**src/rtl/sevenseg_scan.sv**
```systemverilog
// sevenseg_scan: multiplexed N-digit hex seven-segment driver with PWM
// brightness, per-digit decimal points and frame-synchronous value update.
// Optional leading-zero blanking: define SEVENSEG_SCAN_LZB_EN.
module sevenseg_scan #(
    parameter int NUM_DIGITS     = 4,
    parameter int PRESCALE_BITS  = 10,
    parameter int DUTY_BITS      = 4,
    parameter int AN_ACTIVE_LOW  = 1,
    parameter int SEG_ACTIVE_LOW = 1
) (
    input  logic                    clk,
    input  logic                    reset,
    input  logic [4*NUM_DIGITS-1:0] value,
    input  logic [NUM_DIGITS-1:0]   dp,
    input  logic                    load,
    output logic                    load_ack,
    input  logic [DUTY_BITS-1:0]    brightness,
    output logic [NUM_DIGITS-1:0]   an,
    output logic [6:0]              seg,
    output logic                    dp_out,
    output logic                    frame_start
);

    localparam int   DIG_W   = (NUM_DIGITS > 1) ? $clog2(NUM_DIGITS) : 1;
    localparam logic AN_POL  = (AN_ACTIVE_LOW != 0);
    localparam logic SEG_POL = (SEG_ACTIVE_LOW != 0);

    logic [PRESCALE_BITS-1:0] pre;
    logic [DUTY_BITS-1:0]     phase;
    logic [DIG_W-1:0]         digit;
    logic                     pre_last, phase_last, digit_last, commit;

    logic [4*NUM_DIGITS-1:0]  pend_val, shadow_val;
    logic [NUM_DIGITS-1:0]    pend_dp, shadow_dp;
    logic                     pend;

    logic [NUM_DIGITS-1:0]    blank;
    logic [NUM_DIGITS-1:0]    an_on;
    logic [3:0]               nib;
    logic                     dp_sel, blank_sel, lit;
    logic [6:0]               seg_on;

    assign pre_last   = (pre == '1);
    assign phase_last = (phase == '1);
    assign digit_last = (digit == DIG_W'(NUM_DIGITS - 1));
    assign commit     = pre_last && phase_last && digit_last;

    function automatic logic [6:0] font(input logic [3:0] n);
        case (n)
            4'h0: font = 7'h7E;  4'h1: font = 7'h30;
            4'h2: font = 7'h6D;  4'h3: font = 7'h79;
            4'h4: font = 7'h33;  4'h5: font = 7'h5B;
            4'h6: font = 7'h5F;  4'h7: font = 7'h70;
            4'h8: font = 7'h7F;  4'h9: font = 7'h7B;
            4'hA: font = 7'h77;  4'hB: font = 7'h1F;
            4'hC: font = 7'h4E;  4'hD: font = 7'h3D;
            4'hE: font = 7'h4F;  default: font = 7'h47;
        endcase
    endfunction

    // Scan counters: prescaler -> duty phase -> digit slot
    always_ff @(posedge clk) begin
        if (reset) begin
            pre   <= '0;
            phase <= '0;
            digit <= '0;
        end else begin
            pre <= pre + 1'b1;
            if (pre_last) begin
                phase <= phase + 1'b1;
                if (phase_last)
                    digit <= digit_last ? '0 : digit + 1'b1;
            end
        end
    end

    // Load handshake: pending capture, shadow commit at frame wrap
    always_ff @(posedge clk) begin
        if (reset) begin
            pend_val   <= '0;
            pend_dp    <= '0;
            pend       <= 1'b0;
            shadow_val <= '0;
            shadow_dp  <= '0;
            load_ack   <= 1'b0;
        end else if (commit) begin
            // A load coinciding with the wrap bypasses the pending register.
            if (load) begin
                shadow_val <= value;
                shadow_dp  <= dp;
            end else if (pend) begin
                shadow_val <= pend_val;
                shadow_dp  <= pend_dp;
            end
            load_ack <= load || pend;
            pend     <= 1'b0;
        end else begin
            load_ack <= 1'b0;
            if (load) begin
                pend_val <= value;
                pend_dp  <= dp;
                pend     <= 1'b1;
            end
        end
    end

`ifdef SEVENSEG_SCAN_LZB_EN
    // Blank zero digits left of the first nonzero one; last digit always shown
    always_comb begin
        logic seen;
        seen  = 1'b0;
        blank = '0;
        for (int unsigned i = 0; i < NUM_DIGITS; i++) begin
            seen     = seen || (shadow_val[4*(NUM_DIGITS-1-i) +: 4] != 4'h0);
            blank[i] = !seen && (i != NUM_DIGITS - 1);
        end
    end
`else
    assign blank = '0;
`endif

    // Select active digit data and decide whether it is lit this cycle
    always_comb begin
        nib       = 4'h0;
        dp_sel    = 1'b0;
        blank_sel = 1'b0;
        for (int unsigned i = 0; i < NUM_DIGITS; i++) begin
            if (digit == DIG_W'(i)) begin
                nib       = shadow_val[4*(NUM_DIGITS-1-i) +: 4];
                dp_sel    = shadow_dp[NUM_DIGITS-1-i];
                blank_sel = blank[i];
            end
        end
        lit = (phase <= brightness) && !(pre == '0 && phase == '0) && !blank_sel;
        an_on = '0;
        for (int unsigned i = 0; i < NUM_DIGITS; i++)
            an_on[i] = lit && (digit == DIG_W'(i));
        seg_on = lit ? font(nib) : 7'h00;
    end

    // Registered pin drivers with polarity applied
    always_ff @(posedge clk) begin
        if (reset) begin
            an          <= {NUM_DIGITS{AN_POL}};
            seg         <= {7{SEG_POL}};
            dp_out      <= SEG_POL;
            frame_start <= 1'b0;
        end else begin
            an          <= an_on ^ {NUM_DIGITS{AN_POL}};
            seg         <= seg_on ^ {7{SEG_POL}};
            dp_out      <= (lit && dp_sel) ^ SEG_POL;
            frame_start <= (digit == '0) && (phase == '0) && (pre == '0);
        end
    end

endmodule

```
**config.mk**
```make
export PLATFORM = sky130hd
export DESIGN_NAME = sevenseg_scan
export DESIGN_NICKNAME = d
export VERILOG_FILES = /design/src/rtl/sevenseg_scan.sv
export SDC_FILE = /design/constraint.sdc
export NUM_CORES = 1
export LEC_CHECK = 0
export BUFFER_PORTS_ARGS = -buffer_cell sky130_fd_sc_hd__buf_2
export CORE_ASPECT_RATIO = 1.75
export CORE_UTILIZATION = 35
export CTS_CLUSTER_SIZE = 30
export DETAILED_ROUTE_END_ITERATION = 7
export MAX_ROUTING_LAYER = met4
export PLACE_DENSITY_LB_ADDON = 0.2
export SLEW_MARGIN = 25
export SYNTH_ARGS = -nofsm -noshare
export SYNTH_HDL_FRONTEND = slang
export SYNTH_SLANG_ARGS = --single-unit
```
**constraint.sdc**
```tcl
create_clock -name clk -period 3.4 [get_ports clk]
set_input_delay 0.34 -clock clk [delete_from_list [all_inputs] [get_ports clk]]
set_output_delay 0.34 -clock clk [all_outputs]
set_load 0.05 [all_outputs]
```
==> reports/summary.json, run 1 <==
{
  "logic_synthesis": {
    "yosys.area.top_type_share": 0.4306,
    "post-synth-top-area-cell": "sky130_fd_sc_hd__dfxtp_1",
    "synth.yosys.seq_area_share": 0.4306,
    "synth.top_cells.by_area": "sky130_fd_sc_hd__dfxtp_1, sky130_fd_sc_hd__nand2_1, sky130_fd_sc_hd__a21oi_1, sky130_fd_sc_hd__ha_1, sky130_fd_sc_hd__mux2_2",
    "synth_area_um2": 3301,
    "postSynth.asyncResetShare": 0,
    "synth_edf_count": 0,
    "synth_flop_cell": "sky130_fd_sc_hd__dfxtp_1",
    "ys_types": 37,
    "yosys.cell_count.top_type": "sky130_fd_sc_hd__nand2_1",
    "post_synthesis_register_bit_count": 71,
    "synth_nets": 432,
    "synthesis.yosys.warnings": 0,
    "postSynthAreaPerCell_um2": 8.529,
    "synthTopCellsByCount": "sky130_fd_sc_hd__nand2_1, sky130_fd_sc_hd__dfxtp_1, sky130_fd_sc_hd__a21oi_1",
    "post_synth_inst_count": 387
  },
  "setup_path": {
    "timing_worst_setup_path_type": "reg2reg",
    "critPathLaunchType": "flip-flop",
    "crit_fanout": 14,
    "end_kind": "flip-flop",
    "cp.required_ns": 3.62,
    "cp.arrival_ns": 2.92
  },
  "sta": {
    "timing_limited_maximum_frequency_ghz": 0.3695,
    "setup_repair_after_global_routing_missed_its_margin": "no",
    "worst_slew_pin_slew_ns": 0.9370,
    "final-max-slew-violation-count": 0,
    "setup_violations": 0,
    "timing_hold_violations_final": 0,
    "fin_setup_tns_ns": 0,
    "worst_hold_slack_ns": 0.2539,
    "postLayoutSetupSlackWorst_ns": 0.6935,
    "finalCriticalPeriod_ns": 2.706,
    "skew_ns": 0.006650,
    "worst_slew_margin_rel": 0.3753,
    "final_min_period_over_clock_period": 0.7960
  },
  "route": {
    "drt-vias-per-instance": 4.973,
    "drt-wirelength-per-cell_um": 13.75,
    "drtAntennaViolNets": 0,
    "drcViolationCount": 0,
    "detailedRoute.firstIterationViolations": 139,
    "num_vias": 2715,
    "number_of_optimization_iterations_in_the_first_detailed_route_pass": 4,
    "wl_um": 7506
  },
  "place": {
    "dp_worst_setup_slack_ns": 0.7384,
    "port_buffers": 40,
    "gp_congestion": 0.8482,
    "dp.cells": 530,
    "dpl-instance-area_um2": 3595,
    "place_hpwl_um": 5315
  },
  "global_routing": {
    "grt_antenna_before_repair": 0,
    "grt_use_total": 0.1760,
    "grt.overflow.total": 0,
    "first_pass_grt_wire_length_um": 12560,
    "first_global_vias": 2682,
    "pin_count_of_the_biggest_net_entering_global_routing": 45
  },
  "pwr": {
    "power.density_cell_area_nw_per_um2": 511.4,
    "vdd_drop_max_mv": 0.3038,
    "p_leak_uw": 0.001498
  },
  "final_layout": {
    "design_area_um2": 3905,
    "insertedDiodeCount": 0,
    "nFillCells": 964,
    "multi_input_comb_area_um2": 1733,
    "nNetsFinal": 466,
    "syn_to_final_growth_pct": 18.31,
    "fin_cells": 546,
    "area.sequential_um2": 1421,
    "fraction_of_final_layout_cells_with_drive_strength_greater_than_1": 0.1995
  },
  "clock_tree": {
    "cts_buffers": 9,
    "cts_setup_buffers": 0,
    "tritoncts_num_sinks": 71,
    "cts_resized": 0,
    "tritoncts_clock_tree": "built",
    "clk-insertion-delay-late_ns": 0.33,
    "cts.clk_slew.worst_paths_ns": 0.06,
    "root_buffer": "sky130_fd_sc_hd__clkbuf_16",
    "cts.htree.levels": 3,
    "cts_hold_repair.buffers": 0,
    "clk_path_buf_depth": 2
  },
  "hold_path": {
    "holdCritPathClass": "in2reg"
  },
  "floorplan": {
    "start_util": 0.3630,
    "floorplan.die.width_um": 75.41,
    "fp-row-count": 46,
    "floorplan.die.height_um": 130.5,
    "ioPinCount": 41,
    "area_enclosed_by_the_die_boundary_um2": 9838,
    "floorplan.core_area_um2": 9094
  },
  "status": {
    "outcome": "finished, final reports clean"
  },
  "flow_run": {
    "max-cap-violations": 0
  }
}
[per-stage QoR]
stage	util	total power, uW
finish	0.4294	1997
global route	0.4294	2066
CTS	0.4294	2016
detailed placement	0.3953	1050
global placement	0.3953	1046
floorplan	-	1000
[sequential cells by signal (all words and copies together) (netlist names)]
signal	flops
pend_dp	4
load_ack	1
frame_start	1
seg	7
pre	10
pend_val	16
shadow_dp	4
pend	1
phase	4
an	4
digit	2
dp_out	1
shadow_val	16
[worst max-delay path, cell delays in order, from the launching register on]
cell	delay, ns
sky130_fd_sc_hd__dfxtp_1	0.38
sky130_fd_sc_hd__ha_1	0.44
sky130_fd_sc_hd__nor2_1	0.20
sky130_fd_sc_hd__a221oi_1	0.64
sky130_fd_sc_hd__inv_1	0.22
sky130_fd_sc_hd__ha_1	0.37
sky130_fd_sc_hd__a21oi_1	0.14
sky130_fd_sc_hd__a22o_1	0.15
sky130_fd_sc_hd__nand2_1	0.05
[cell type report]
cell class / instances / share of cell area
tap: 120 / 0.03845
multi-input combinational: 279 / 0.4438
inverter: 16 / 0.01538
clock buffer: 13 / 0.06921
sequential: 71 / 0.3640
timing repair buffer: 44 / 0.05896
clock inverter: 3 / 0.01025
[logic make-up after synthesis]
logic type | Yosys count | share of synthesized area
flip-flops | 71 | 0.4306
XOR/XNOR | 8 | 0.02123
AO/OA/AOI/OAI | 72 | 0.1312
AND/OR/NAND/NOR | 156 | 0.2210
multiplexers | 25 | 0.08340
adder cells (fa/ha/maj) | 18 | 0.06823
buffers and inverters | 37 | 0.04435
[placed cells by master (no fill, tap or decap), types with 2 or more instances in the layout]
| master | instances |
|---|---|
| sky130_fd_sc_hd__a21oi_1 | 50 |
| sky130_fd_sc_hd__a221oi_1 | 2 |
| sky130_fd_sc_hd__a22oi_1 | 2 |
| sky130_fd_sc_hd__buf_2 | 40 |
| sky130_fd_sc_hd__buf_4 | 4 |
| sky130_fd_sc_hd__clkbuf_16 | 9 |
| sky130_fd_sc_hd__clkbuf_8 | 3 |
| sky130_fd_sc_hd__clkinv_2 | 2 |
| sky130_fd_sc_hd__dfxtp_1 | 71 |
| sky130_fd_sc_hd__ha_1 | 18 |
| sky130_fd_sc_hd__inv_1 | 16 |
| sky130_fd_sc_hd__mux2_2 | 20 |
| sky130_fd_sc_hd__mux2i_1 | 5 |
| sky130_fd_sc_hd__nand2_1 | 95 |
| sky130_fd_sc_hd__nand2b_1 | 3 |
| sky130_fd_sc_hd__nand3_1 | 7 |
| sky130_fd_sc_hd__nand3b_1 | 3 |
| sky130_fd_sc_hd__nand4_1 | 3 |
| sky130_fd_sc_hd__nor2_1 | 15 |
| sky130_fd_sc_hd__nor2b_1 | 6 |
| sky130_fd_sc_hd__nor3_1 | 4 |
| sky130_fd_sc_hd__nor3b_1 | 7 |
| sky130_fd_sc_hd__nor4_1 | 2 |
| sky130_fd_sc_hd__nor4b_1 | 2 |
| sky130_fd_sc_hd__o21ai_0 | 7 |
| sky130_fd_sc_hd__o221ai_1 | 5 |
| sky130_fd_sc_hd__or3_1 | 3 |
| sky130_fd_sc_hd__xnor2_1 | 3 |
| sky130_fd_sc_hd__xor2_1 | 5 |
[layer usage]
layer  share of wire  GRT usage  wire length (um)  vias up
li1                -          -                 -     1379
met1            0.42     0.1851              3146     1286
met2            0.54     0.3104              4017       39
met3           0.023    0.03221               173       11
met4           0.022    0.08061               168        0
met5               0          -                 0        -
[path summary, 6_finish.rpt]
check	startpoint	to	slack [ns]	cells past startpoint
worst min-delay path	dp[2]	pend_dp[2]$_SDFFE_PP0P_	0.25	3
worst max-delay path	digit[0]$_SDFFE_PP0P_	seg[3]$_SDFF_PP1_	0.69	8
worst max register to register	digit[0]$_SDFFE_PP0P_	seg[3]$_SDFF_PP1_	0.69	8
worst min register to register	pend_val[4]$_SDFFE_PP0P_	pend_val[4]$_SDFFE_PP0P_	0.45	2
[power by group]
| part | internal [uW] | total (uW) | switching (uW) |
|---|---|---|---|
| registers | 860 | 872 | 12.2 |
| logic | 57.6 | 158 | 100 |
| clock network | 625 | 967 | 342 |
(Power assumes the default switching activity.)
==> inputs of run 2 (changes only) <==
==> constraint.sdc (replaced) <==
create_clock -name clk -period 2.7 [get_ports clk]
set_input_delay 0.27 -clock clk [delete_from_list [all_inputs] [get_ports clk]]
set_output_delay 0.27 -clock clk [all_outputs]
set_load 0.05 [all_outputs]
==> run 2 against run 1 <==
Net effect:
- worst hold slack lost 0.077 ns
- sequential share of layout area shrank 0.31 points
- cell area grew 0.87%
- clock-buffer cell count shrank 3
- setup slack lost 0.30 ns
- critical path type unchanged
- largest cell class unchanged
- critical path depth is the same
- via count is the same
- global-route usage grew 0.064 points
- maximum frequency grew 17%
- critical endpoint unchanged
- wire length shrank 2.0%
- highest routed layer unchanged
- power grew 23%
- register-to-register slack lost 0.30 ns
==> reports/summary.json, run 2 (synthesized netlist as in run 1, its figures left out) <==
{
  "status": {
    "outcome": "finished, final reports clean"
  },
  "setup_path": {
    "critPathLaunchType": "flip-flop",
    "critical_path.reg2reg.endpoint": "seg[3]$_SDFF_PP1_",
    "crit_path_launch": "digit[0]$_SDFFE_PP0P_",
    "worst_r2r_startpoint": "digit[0]$_SDFFE_PP0P_",
    "end_kind": "flip-flop",
    "timing_worst_setup_path_type": "reg2reg",
    "path_cells": "ha_1 -> nor2_1 -> a221oi_1 -> inv_1 -> ha_1 -> a21oi_1 -> a22o_1 -> nand2_1",
    "worst_path_bufs_invs": 1,
    "cp.arrival_ns": 2.53,
    "crit_path_top_delay_cell": "sky130_fd_sc_hd__ha_1",
    "cpLargestDelayFamily": "adder cells",
    "crit_fanout": 14,
    "critical_path.max_stage_delay_ns": 0.43,
    "cell_repeated_most_along_the_worst_path": "sky130_fd_sc_hd__ha_1",
    "reg2reg_slack_ns": 0.39,
    "worst-path-stages": 8,
    "critPathCapture": "seg[3]$_SDFF_PP1_",
    "reg2regPathDepth": 8,
    "cp.required_ns": 2.93
  },
  "floorplan": {
    "fp-row-count": 46,
    "ioPinCount": 41,
    "floorplan.die.width_um": 75.41,
    "start_util": 0.3630,
    "floorplan.die.height_um": 130.5,
    "area_enclosed_by_the_die_boundary_um2": 9838,
    "floorplan.core_area_um2": 9094
  },
  "clock_tree": {
    "tritoncts_clock_tree": "built",
    "clk_path_buf_depth": 2,
    "clk-insertion-delay-late_ns": 0.34,
    "cts_hold_repair.buffers": 0,
    "cts_setup_buffers": 0,
    "tritoncts_num_sinks": 71,
    "cts_resized": 0,
    "root_buffer": "sky130_fd_sc_hd__clkbuf_16",
    "cts.clk_slew.worst_paths_ns": 0.05,
    "cts_buffers": 9,
    "cts.htree.levels": 3
  },
  "final_layout": {
    "fraction_of_final_layout_cells_with_drive_strength_greater_than_1": 0.2093,
    "final_common_cell": "sky130_fd_sc_hd__nand2_1",
    "insertedDiodeCount": 0,
    "nNetsFinal": 472,
    "leading_registers_by_flop_count": "pend_val: 16 flops, shadow_val: 16 flops, pre: 10 flops",
    "nFillCells": 982,
    "final_cell_mix": "sky130_fd_sc_hd__nand2_1, sky130_fd_sc_hd__dfxtp_1, sky130_fd_sc_hd__a21oi_1, sky130_fd_sc_hd__buf_2, sky130_fd_sc_hd__mux2_2",
    "fin_cells": 550,
    "syn_to_final_growth_pct": 19.33
  },
  "route": {
    "drtAntennaViolNets": 0,
    "num_vias": 2715,
    "detailedRoute.firstIterationViolations": 122,
    "drt-vias-per-instance": 4.936,
    "drt-wirelength-per-cell_um": 13.38,
    "number_of_optimization_iterations_in_the_first_detailed_route_pass": 4,
    "drcViolationCount": 0,
    "wl_um": 7358
  },
  "pwr": {
    "pwr-share-comb": 0.083,
    "net-switching-power_uw": 570.8,
    "vdd_drop_max_mv": 0.3097,
    "swShare": 0.2324,
    "cellInternalPower_uw": 1885,
    "p_leak_uw": 0.001518,
    "p_clk_frac": 0.470,
    "seq_pwr_share": 0.447,
    "power.density_cell_area_nw_per_um2": 623.5
  },
  "sta": {
    "final-max-slew-violation-count": 0,
    "finalCriticalPeriod_ns": 2.309,
    "fin_setup_tns_ns": 0,
    "setup_repair_after_global_routing_missed_its_margin": "no",
    "skew_ns": 0.005258,
    "worst_slew_margin_rel": 0.5675,
    "timing_hold_violations_final": 0,
    "worst_slew_pin_slew_ns": 0.6488,
    "worst_hold_slack_ns": 0.1765,
    "timing_limited_maximum_frequency_ghz": 0.4331,
    "final_min_period_over_clock_period": 0.8552,
    "setup_violations": 0
  },
  "global_routing": {
    "grt_use_total": 0.1766,
    "first_global_vias": 2661,
    "grt_antenna_before_repair": 0,
    "pin_count_of_the_biggest_net_entering_global_routing": 35,
    "grt.overflow.total": 0,
    "first_pass_grt_wire_length_um": 12390
  },
  "place": {
    "gp_congestion": 0.8123,
    "dp.cells": 536,
    "place_hpwl_um": 5271,
    "port_buffers": 40
  },
  "flow_run": {
    "max-cap-violations": 0
  },
  "hold_path": {
    "holdCritPathClass": "in2reg"
  }
}
-- run 2: cell count changes in the layout (fill, tap and decap cells not counted), sizes merged --
cell	before	now
clkinvlp	0	1
clkbuf	13	10
buf	44	50
-- run 2: worst min-delay path by stage --
stage	startpoint	to	slack [ns]	cells after the start
3_5_place_dp	pend_val[13]$_SDFFE_PP0P_	pend_val[13]$_SDFFE_PP0P_	0.45	2
6_report	dp[0]	pend_dp[0]$_SDFFE_PP0P_	0.18	3
3_3_place_gp	pend_val[13]$_SDFFE_PP0P_	pend_val[13]$_SDFFE_PP0P_	0.44	2
2_1_floorplan	dp[0]	pend_dp[0]$_SDFFE_PP0P_	0.41	2
5_1_grt	value[2]	pend_val[2]$_SDFFE_PP0P_	0.19	3
4_1_cts	dp[1]	pend_dp[1]$_SDFFE_PP0P_	0.17	3
-- run 2: final cells by class --
| type | count | area (um^2) | share of cell area |
|---|---|---|---|
| timing repair buffer | 50 | 287.8 | 0.07306 |
| sequential | 71 | 1421 | 0.3609 |
| inverter | 16 | 60.06 | 0.01525 |
| multi-input combinational | 279 | 1733 | 0.4400 |
| tap | 120 | 150.1 | 0.03812 |
| clock buffer | 10 | 239.0 | 0.06067 |
| clock inverter | 4 | 47.55 | 0.01207 |
-- run 2: power groups by stage --
stage / clock (uW) / sequential (uW) / combinational [uW]
6_report: 1150 / 1100 / 205
5_1_grt: 1230 / 1100 / 227
4_1_cts: 1180 / 1100 / 209
3_5_place_dp: 0 / 1120 / 208
3_3_place_gp: 0 / 1120 / 206
2_1_floorplan: 0 / 1160 / 96.9
-- run 2: metal layers --
metal,wire length [um],vias to the layer above,global-route usage
met5,0,-,-
met4,133,0,0.07516
met3,234,10,0.04525
met2,3985,40,0.3036
met1,3004,1277,0.1875
li1,-,1388,-
-- run 2: stage by stage --
step | power [uW] | worst slack (ns) | utilization | instance area [um^2]
2_1_floorplan | 1260 | 0.3061 | - | 3301
3_3_place_gp | 1325 | 0.4240 | 0.4016 | 3652
3_5_place_dp | 1328 | 0.3880 | 0.4016 | 3652
4_1_cts | 2488 | 0.3742 | 0.4331 | 3939
5_1_grt | 2554 | 0.1267 | 0.4331 | 3939
6_report | 2456 | 0.3910 | 0.4331 | 3939
-- run 2: worst reg2reg max path, delay by kind of cell (launching register included) --
| family | cells | cell delay [ns] |
|---|---|---|
| AOI/OAI and AO/OA | 3 | 0.65 |
| DFF | 1 | 0.37 |
| adders and majority gates | 2 | 0.76 |
| and+or+nand+nor | 2 | 0.25 |
| buffers and inverters | 1 | 0.16 |
